==> src/rtl/multicycle_ctrl.sv <==
// multicycle_ctrl: Moore control FSM sequencing the 16-bit accumulator multicycle datapath.
// Optional feature macro CTRL_HALT_EN: Op 1111 enters a sticky HALT state (otherwise it decodes as illegal).
module multicycle_ctrl #(
   parameter int OP_W   = 4,
   parameter int FUNC_W = 9
) (
   input  logic              clk,
   input  logic              reset,
   input  logic [OP_W-1:0]   Op,
   input  logic [FUNC_W-1:0] Func,
   input  logic              Zero,
   output logic              AdrSrc,
   output logic              MemWrite,
   output logic              IRWrite,
   output logic              RegWrite,
   output logic              A3Src,
   output logic              PCWrite,
   output logic              OldPCWrite,
   output logic              MDRWrite,
   output logic              ResultSrc,
   output logic [1:0]        ALUSrcA,
   output logic [1:0]        ALUSrcB,
   output logic [1:0]        ImmSrc,
   output logic [1:0]        PCSrc,
   output logic [2:0]        ALUControl,
   output logic              illegal,
   output logic              halted
);

   localparam logic [OP_W-1:0] OP_LOAD  = OP_W'(4'b0000);
   localparam logic [OP_W-1:0] OP_STORE = OP_W'(4'b0001);
   localparam logic [OP_W-1:0] OP_JUMP  = OP_W'(4'b0010);
   localparam logic [OP_W-1:0] OP_BRZ   = OP_W'(4'b0100);
   localparam logic [OP_W-1:0] OP_ALUR  = OP_W'(4'b1000);
   localparam logic [OP_W-1:0] OP_ADDI  = OP_W'(4'b1100);
   localparam logic [OP_W-1:0] OP_SUBI  = OP_W'(4'b1101);
   localparam logic [OP_W-1:0] OP_ANDI  = OP_W'(4'b1110);
   localparam logic [OP_W-1:0] OP_HLT   = OP_W'(4'b1111);

   typedef enum logic [3:0] {
      S_FETCH, S_DECODE, S_MEMADR, S_MEMREAD, S_MEMWB, S_MEMWRITE,
      S_EXECR, S_EXECI, S_ALUWB, S_JUMP, S_BRANCH
`ifdef CTRL_HALT_EN
      , S_HALT
`endif
   } state_t;

   typedef enum logic [3:0] {
      C_NOP, C_ILL, C_LOAD, C_STORE, C_JUMP, C_BRZ, C_ALUR, C_IMM, C_HLT
   } cls_t;

   typedef struct packed {
      cls_t       cls;
      logic [2:0] aop;
      logic [1:0] imm;
      logic       mto;
   } dec_t;

   typedef struct packed {
      logic       adr_src, mem_write, ir_write, reg_write, a3_src;
      logic       pc_write, old_pc_write, mdr_write, result_src, branch;
      logic [1:0] src_a, src_b, imm_src, pc_src;
      logic [2:0] alu_ctl;
   } ctrl_t;

   function automatic dec_t decode(logic [OP_W-1:0] op, logic [FUNC_W-1:0] fn);
      dec_t d;
      d = '{cls: C_ILL, aop: 3'b000, imm: 2'b00, mto: 1'b0};
      case (op)
         OP_LOAD:  d.cls = C_LOAD;
         OP_STORE: d.cls = C_STORE;
         OP_JUMP:  d.cls = C_JUMP;
         OP_BRZ:   d.cls = C_BRZ;
         OP_ADDI:  begin d.cls = C_IMM; d.aop = 3'b000; d.imm = 2'b01; end
         OP_SUBI:  begin d.cls = C_IMM; d.aop = 3'b001; d.imm = 2'b01; end
         OP_ANDI:  begin d.cls = C_IMM; d.aop = 3'b010; d.imm = 2'b00; end
`ifdef CTRL_HALT_EN
         OP_HLT:   d.cls = C_HLT;
`else
         OP_HLT:   d.cls = C_ILL;
`endif
         OP_ALUR: begin
            // Func must be strictly one-hot in [7:0]; anything else stays illegal
            if (!fn[8] && $onehot(fn[7:0])) begin
               d.cls = C_ALUR;
               case (1'b1)
                  fn[0]:   begin d.aop = 3'b101; d.mto = 1'b1; end
                  fn[1]:   d.aop = 3'b110;
                  fn[2]:   d.aop = 3'b000;
                  fn[3]:   d.aop = 3'b001;
                  fn[4]:   d.aop = 3'b010;
                  fn[5]:   d.aop = 3'b011;
                  fn[6]:   d.aop = 3'b100;
                  default: d.cls = C_NOP;
               endcase
            end
         end
         default: d.cls = C_ILL;
      endcase
      return d;
   endfunction

   function automatic ctrl_t ctrl_for(state_t s, dec_t d);
      ctrl_t o;
      o = '0;
      case (s)
         S_FETCH:    begin o.ir_write = 1'b1; o.old_pc_write = 1'b1; o.pc_write = 1'b1;
                           o.src_b = 2'b01; o.alu_ctl = 3'b000; end
         S_MEMADR:   begin o.src_b = 2'b10; o.alu_ctl = 3'b110; end
         S_MEMREAD:  begin o.adr_src = 1'b1; o.mdr_write = 1'b1; end
         S_MEMWB:    begin o.reg_write = 1'b1; o.result_src = 1'b1; end
         S_MEMWRITE: begin o.adr_src = 1'b1; o.mem_write = 1'b1; end
         S_EXECR:    begin o.src_a = 2'b10; o.src_b = 2'b00; o.alu_ctl = d.aop; end
         S_EXECI:    begin o.src_a = 2'b10; o.src_b = 2'b10; o.imm_src = d.imm; o.alu_ctl = d.aop; end
         S_ALUWB:    begin o.reg_write = 1'b1; o.a3_src = d.mto; end
         S_JUMP:     begin o.pc_write = 1'b1; o.pc_src = 2'b01; end
         S_BRANCH:   begin o.src_a = 2'b10; o.alu_ctl = 3'b001; o.pc_src = 2'b10; o.branch = 1'b1; end
         default:    o = '0;
      endcase
      return o;
   endfunction

   localparam dec_t DEC_RST = '{cls: C_NOP, aop: 3'b000, imm: 2'b00, mto: 1'b0};

   state_t state_q, state_d;
   dec_t   dec, dq_q, dq_d;
   ctrl_t  outs_q;

   always_comb begin
      dec     = decode(Op, Func);
      state_d = state_q;
      dq_d    = dq_q;
      case (state_q)
         S_FETCH:  state_d = S_DECODE;
         S_DECODE: begin
            dq_d = dec;
            case (dec.cls)
               C_LOAD, C_STORE: state_d = S_MEMADR;
               C_JUMP:          state_d = S_JUMP;
               C_BRZ:           state_d = S_BRANCH;
               C_ALUR:          state_d = S_EXECR;
               C_IMM:           state_d = S_EXECI;
`ifdef CTRL_HALT_EN
               C_HLT:           state_d = S_HALT;
`endif
               default:         state_d = S_FETCH;
            endcase
         end
         S_MEMADR:   state_d = (dq_q.cls == C_LOAD) ? S_MEMREAD : S_MEMWRITE;
         S_MEMREAD:  state_d = S_MEMWB;
         S_EXECR:    state_d = S_ALUWB;
         S_EXECI:    state_d = S_ALUWB;
`ifdef CTRL_HALT_EN
         S_HALT:     state_d = S_HALT;
`endif
         default:    state_d = S_FETCH;
      endcase
   end

   // Outputs are registered from the next state; the reset value is the FETCH word,
   // so the first cycle after release already drives FETCH while reset masks it below.
   always_ff @(posedge clk or negedge reset) begin
      if (!reset) begin
         state_q <= S_FETCH;
         dq_q    <= DEC_RST;
         outs_q  <= ctrl_for(S_FETCH, DEC_RST);
      end else begin
         state_q <= state_d;
         dq_q    <= dq_d;
         outs_q  <= ctrl_for(state_d, dq_d);
      end
   end

   assign AdrSrc     = reset & outs_q.adr_src;
   assign MemWrite   = reset & outs_q.mem_write;
   assign IRWrite    = reset & outs_q.ir_write;
   assign RegWrite   = reset & outs_q.reg_write;
   assign A3Src      = reset & outs_q.a3_src;
   assign PCWrite    = reset & (outs_q.pc_write | (outs_q.branch & Zero));
   assign OldPCWrite = reset & outs_q.old_pc_write;
   assign MDRWrite   = reset & outs_q.mdr_write;
   assign ResultSrc  = reset & outs_q.result_src;
   assign ALUSrcA    = {2{reset}} & outs_q.src_a;
   assign ALUSrcB    = {2{reset}} & outs_q.src_b;
   assign ImmSrc     = {2{reset}} & outs_q.imm_src;
   assign PCSrc      = {2{reset}} & outs_q.pc_src;
   assign ALUControl = {3{reset}} & outs_q.alu_ctl;
   // IR is loaded at the FETCH edge, so the opcode is only visible during DECODE itself
   assign illegal    = reset & (state_q == S_DECODE) & (dec.cls == C_ILL);
`ifdef CTRL_HALT_EN
   assign halted     = reset & (state_q == S_HALT);
`else
   assign halted     = 1'b0;
`endif

endmodule

==> config.mk <==
export PLATFORM = sky130hd
export DESIGN_NAME = multicycle_ctrl
export DESIGN_NICKNAME = d
export VERILOG_FILES = /design/src/rtl/multicycle_ctrl.sv
export SDC_FILE = /design/constraint.sdc
export NUM_CORES = 1
export LEC_CHECK = 0
export ABC_CLOCK_PERIOD_IN_PS = 14000
export CAP_MARGIN = 30
export CORE_MARGIN = 2
export CORE_UTILIZATION = 45
export CTS_CLUSTER_SIZE = 28
export DETAILED_ROUTE_END_ITERATION = 7
export PLACE_DENSITY = 0.74
export SLEW_MARGIN = 40
export SYNTH_ARGS = -nofsm -noshare
export SYNTH_HDL_FRONTEND = slang
export SYNTH_SLANG_ARGS = --single-unit
==> constraint.sdc <==
create_clock -name clk -period 14 [get_ports clk]
set_clock_uncertainty 0.05 [all_clocks]
set_input_delay 2.8 -clock clk [delete_from_list [all_inputs] [get_ports clk]]
set_output_delay 2.8 -clock clk [all_outputs]
set_load 0.01 [all_outputs]
# Word-level counts from Yosys, hierarchy flattened
# Index checks and enable logic that the tools add are counted.
word_totals:
  reg_bits: 34
  input_bits: 16
  word_cells: 127
op_classes:
  addsub: 7
  eq_ne: 30
  n_mux: 39
  n_bitwise: 17
  n_reduce_logical: 15
op_table:
  columns: ["op", "n"]
  rows:
  - ["$eq A4 B3 Y1 const B", 11]
  - ["$pmux W4 S5", 2]
  - ["$eq A4 B2 Y1 const B", 8]
  - ["$eq A4 B4 Y1 const B", 7]
  - ["$mux W3", 9]
  - ["$mux W4", 6]
  - ["$pmux W4 S6", 1]
  - ["$pmux W3 S3", 2]
  - ["$eq A4 B1 Y1 const B", 4]
  - ["$reduce_or A2 Y1", 8]
  - ["$mux W1", 13]
  - ["$logic_not A4 Y1", 3]
  - ["$and A1 B1 Y1", 11]
  - ["$add A1 B1 Y2", 4]
  - ["$and A2 B2 Y2", 4]
  - ["$pmux W2 S2", 2]
  - ["$mux W7", 1]
  - ["$add A2 B2 Y3", 2]
  - ["$mux W6", 1]
  - ["$reduce_or A3 Y1", 2]
  - ["$add A3 B3 Y4", 1]
  - ["$mux W2", 2]
  - ["$and A3 B3 Y3", 1]
  - ["$logic_and A1 B1 Y1", 1]
  - ["other kinds (2)", 2]

# Logic depth before layout (Yosys ltp)
depth:
  depth_word: 16
  mapped_depth: 14
  mapped_depth_nobuf: 14

# Worst setup path before layout
# Ideal clock, no wire load.
synth_path:
  path_kind: "input to output"
  from: "input port Func[0]"
  to: "output port illegal"
  arrival_time_ns: 5.927
  required_ns: 11.150
  slack_ns: 5.223
  path_stages: 13
  cell_sequence: "inv_1 -> fa_1 -> fa_1 -> fa_1 -> inv_1 -> ha_1 -> inv_1 -> fa_1 -> nand3b_1 -> a2111oi_4 -> a211oi_4 -> nand2_1 -> nor3_1"
synth_between:
  elab_chain_len: 9
  elab_cells_between_ends: 10
  classes_between: "add/sub (3); eq/ne (2); mux (3); bitwise (1); reduce/logical (1)"
synth_rtl:
  columns: ["item", "line", "rtl"]
  rows:
  - ["from (decl)", "10", "input logic [FUNC_W-1:0] Func,"]
  - ["$add A1 B1 Y2 (not written as such)", "84", "if (!fn[8] && $onehot(fn[7:0])) begin"]
  - ["$add A2 B2 Y3 (not written as such)", "84", null]
  - ["$add A3 B3 Y4 (not written as such)", "84", null]
  - ["$eq A4 B1 Y1", "84", null]
  - ["$logic_and A1 B1 Y1", "84", null]
  - ["$mux W7 (*)", "84", null]
  - ["$pmux W4 S6 (*)", "69", "case (op)"]
  - ["$eq A4 B1 Y1 (*)", "189", "assign illegal = reset & (state_q == S_DECODE) & (dec.cls == C_ILL);"]
  - ["$and A1 B1 Y1 (*)", "189", null]
  - ["to (decl)", "26", "output logic illegal,"]
# Every way passes the cells marked *; elsewhere a longest branch is shown, timed or not.

# Worst setup path after layout
# Ends and elaborated chain as after synthesis.

==> results.toml <==
[status]
status = "complete, no violations"

[floorplanning]
die_w_um = 62.60
start_util_pct = 46.67
die-area_mm2 = 0.003919
std_cell_rows = 21
fp.dieH_um = 62.60
core_mm2 = 0.003311
io-pin-count = 38

[global_route]
antenna_found_initial = 0
grt_max_degree = 45
grt_pass1_wl_um = 5209
grt_pass1_vias = 1183
grt_overflow = 0
track_usage_pct = 16.32

[drt]
ant_nets = 0
vias = 1228
drc_errors = 0
drt-total-wl_um = 3003
viasPerCell = 5.012
drtIter0Drc = 34
wl_per_cell_um = 12.26
drt_pass1_iterations = 4

[place]
gp_congestion = 0.8614
placed_area_mm2 = 0.001922
numPortBuffers = 35
place_inst = 242
place_ws_ps = 3956
dp_hpwl_um = 2455

[clock_network]
cts_root_buffer = "clkbuf_4"
htreeDepth = 1
cts.clk_slew.worst_paths_ps = 130
cts_tree = "yes"
clkSinkCount = 26
cts_resized = 0
cts_hold_buf = 0
cts-buffers-inserted = 3
cts_buffer_depth = 2
insertion_delay_ps = 310
post_cts_buffers = 0

[timing]
max_freq_mhz = 99.92
rsz0062_at_grt = "no"
setup-tns-final_ps = 0
hold_viol = 0
slew_headroom_pct = 55.11
setup_violations = 0
worst_slack_ps = 3992
slew_viol_final = 0
fin_crit_sh_pct = 71.48
period_needed_ps = 10010
worst_pin_slew_ps = 667.1

[final_layout]
area_growth_pct = 25.83
final_cells = 245
diodes = 0
final_cell_area_mm2 = 0.001944
layout-drive-gt1-share_pct = 9.045
fin_util_pct = 58.73
nNetsFinal = 224
fill_cells = 312

[critical_path]
cpMostUsedCell = "fa_1"
critPathMaxStageDelay_ps = 580
critical-path-top-delay-family = "adder cells"
path_max_fanout = 8
required_ps = 11150
cp_slowest_cell = "fa_1"
cp-end-kind = "primary output"
worst-path-buf-inv = 5
cp_cell_sequence = "clkdlybuf4s50_1, inv_1, fa_1, fa_1, fa_1, inv_1, ha_1, inv_1, fa_1, a211o_2, a2111oi_4, a211oi_4, nand2_1, nor3_1, clkdlybuf4s50_1"
start_kind = "primary input"
crit_arrival_ps = 7160
path_class = "primary input to primary output"

[worst_hold_path]
hp-class = "flop to flop"

[synth]
yosys.area.top_type_share_pct = 38.87
yosysMostFrequentCell = "dfrtp_1"
synth-edff-count = 0
ys_dominant_reg_cell = "dfrtp_1"
avgSynthCellArea_um2 = 9.309
synth_xor_area_share_pct = 0.5668
synth_area_mm2 = 0.001545
syn-instance-count = 166
synthSimpleGateAreaFrac_pct = 26.80
synth_compound_area_share_pct = 14.66
synthAdderAreaFrac_pct = 7.611
yosys.area.top_type = "dfrtp_1"
yosys-top-cells-count = "dfrtp_1 (24), inv_1 (20), and2_1 (18)"
synth-seq-cells = 26
synthMuxAreaShare_pct = 0
ys.warnings.count = 0
async_flop_share_pct = 100.0
synthTopCellsByArea = "dfrtp_1 (39%), and2_1 (7.3%), fa_1 (5.2%)"
seq_area_frac_synth_pct = 42.27
synth_cell_types = 46
synth_top_family_by_area = "simple AND/OR/NAND/NOR gates"

[power_and_ir_drop]
ir_drop_uv = 43.86
p_leak_uw = 0.0009138
powerDensity_mw_per_mm2 = 126.4

[flow_run]
drv_cap = 0
## metal layers
metal | global-route usage (%) | share of wire (%) | vias up
met3 | 2.342 | 3.9 | 4
met4 | 3.611 | 0.90 | 0
met1 | 19.93 | 42 | 574
li1 | - | - | 615
met2 | 30.38 | 53 | 35
met5 | 0 | 0 | -
## path summary, 6_finish.rpt
| check | slack [ps] | cells past startpoint | from | to |
|---|---|---|---|---|
| worst max-delay path | 3990 | 15 | Func[0] | illegal |
| worst min-delay path | 440 | 2 | dq_q[7] | dq_q[7] |
| worst max register to register | 11960 | 4 | dq_q[8] | outs_q[10] |
| worst min register to register | 440 | 2 | dq_q[7] | dq_q[7] |
| max in group asynchronous | 10760 | 2 | reset | outs_q[15] |
| min in group asynchronous | 2820 | 2 | reset | state_q[0] |
## state kept, by name, summed over array words and instances (netlist names)
signal / flops
outs_q: 18
state_q: 4
dq_q: 4
## placed cells by master (no fill, tap or decap), types with 2 or more instances in the layout
cell,instances
fa_1,4
nand3b_1,2
o31ai_1,3
dfstp_2,2
a21oi_1,5
nor2_1,14
nand2_1,15
dfrtp_1,24
o21ai_0,3
a21o_1,3
ha_1,3
nand2b_1,2
inv_1,20
o211ai_1,3
nand4_1,2
and2_1,18
conb_1,3
or4_4,2
clkbuf_4,3
clkdlybuf4s50_1,35
nor2b_1,2
nor3_1,6
a211oi_1,2
## cell type report
cell class	count	area, um^2	area share (%)
multi-input cells	114	778.2	40.03
flip-flops and latches	26	653.1	33.59
repair buffers	36	357.8	18.40
inverters	20	75.07	3.861
well taps	46	57.56	2.960
clock buffers	3	22.52	1.158
## logic make-up after synthesis
family / count (synthesis)
adder cells (fa/ha/maj): 7
AND/OR/NAND/NOR: 75
flip-flops: 26
AO/OA/AOI/OAI: 28
buffers and inverters: 28
XOR/XNOR: 1
other: 1
## power breakdown
| part | switching, uW | total, uW | internal [uW] |
|---|---|---|---|
| combinational | 59.3 | 108 | 48.8 |
| clock | 20.2 | 30.2 | 10.1 |
| sequential | 10.8 | 107 | 96.6 |
| total | 90.3 | 246 | 155 |
## tightest hold or removal path, stage by stage (launching register included)
cell,delay (ps)
dfrtp_1,360
nand2_1,40
o21ai_0,60
## through the flow
step	hold slack [ps]	power, uW
after floorplan	388.1	180.9
after global placement	405.8	213.1
after detailed placement	413.2	218.4
after CTS	441.9	247.7
after global routing	469.5	265.5
final	440.0	245.7
Power figures use the tool's default switching activity.
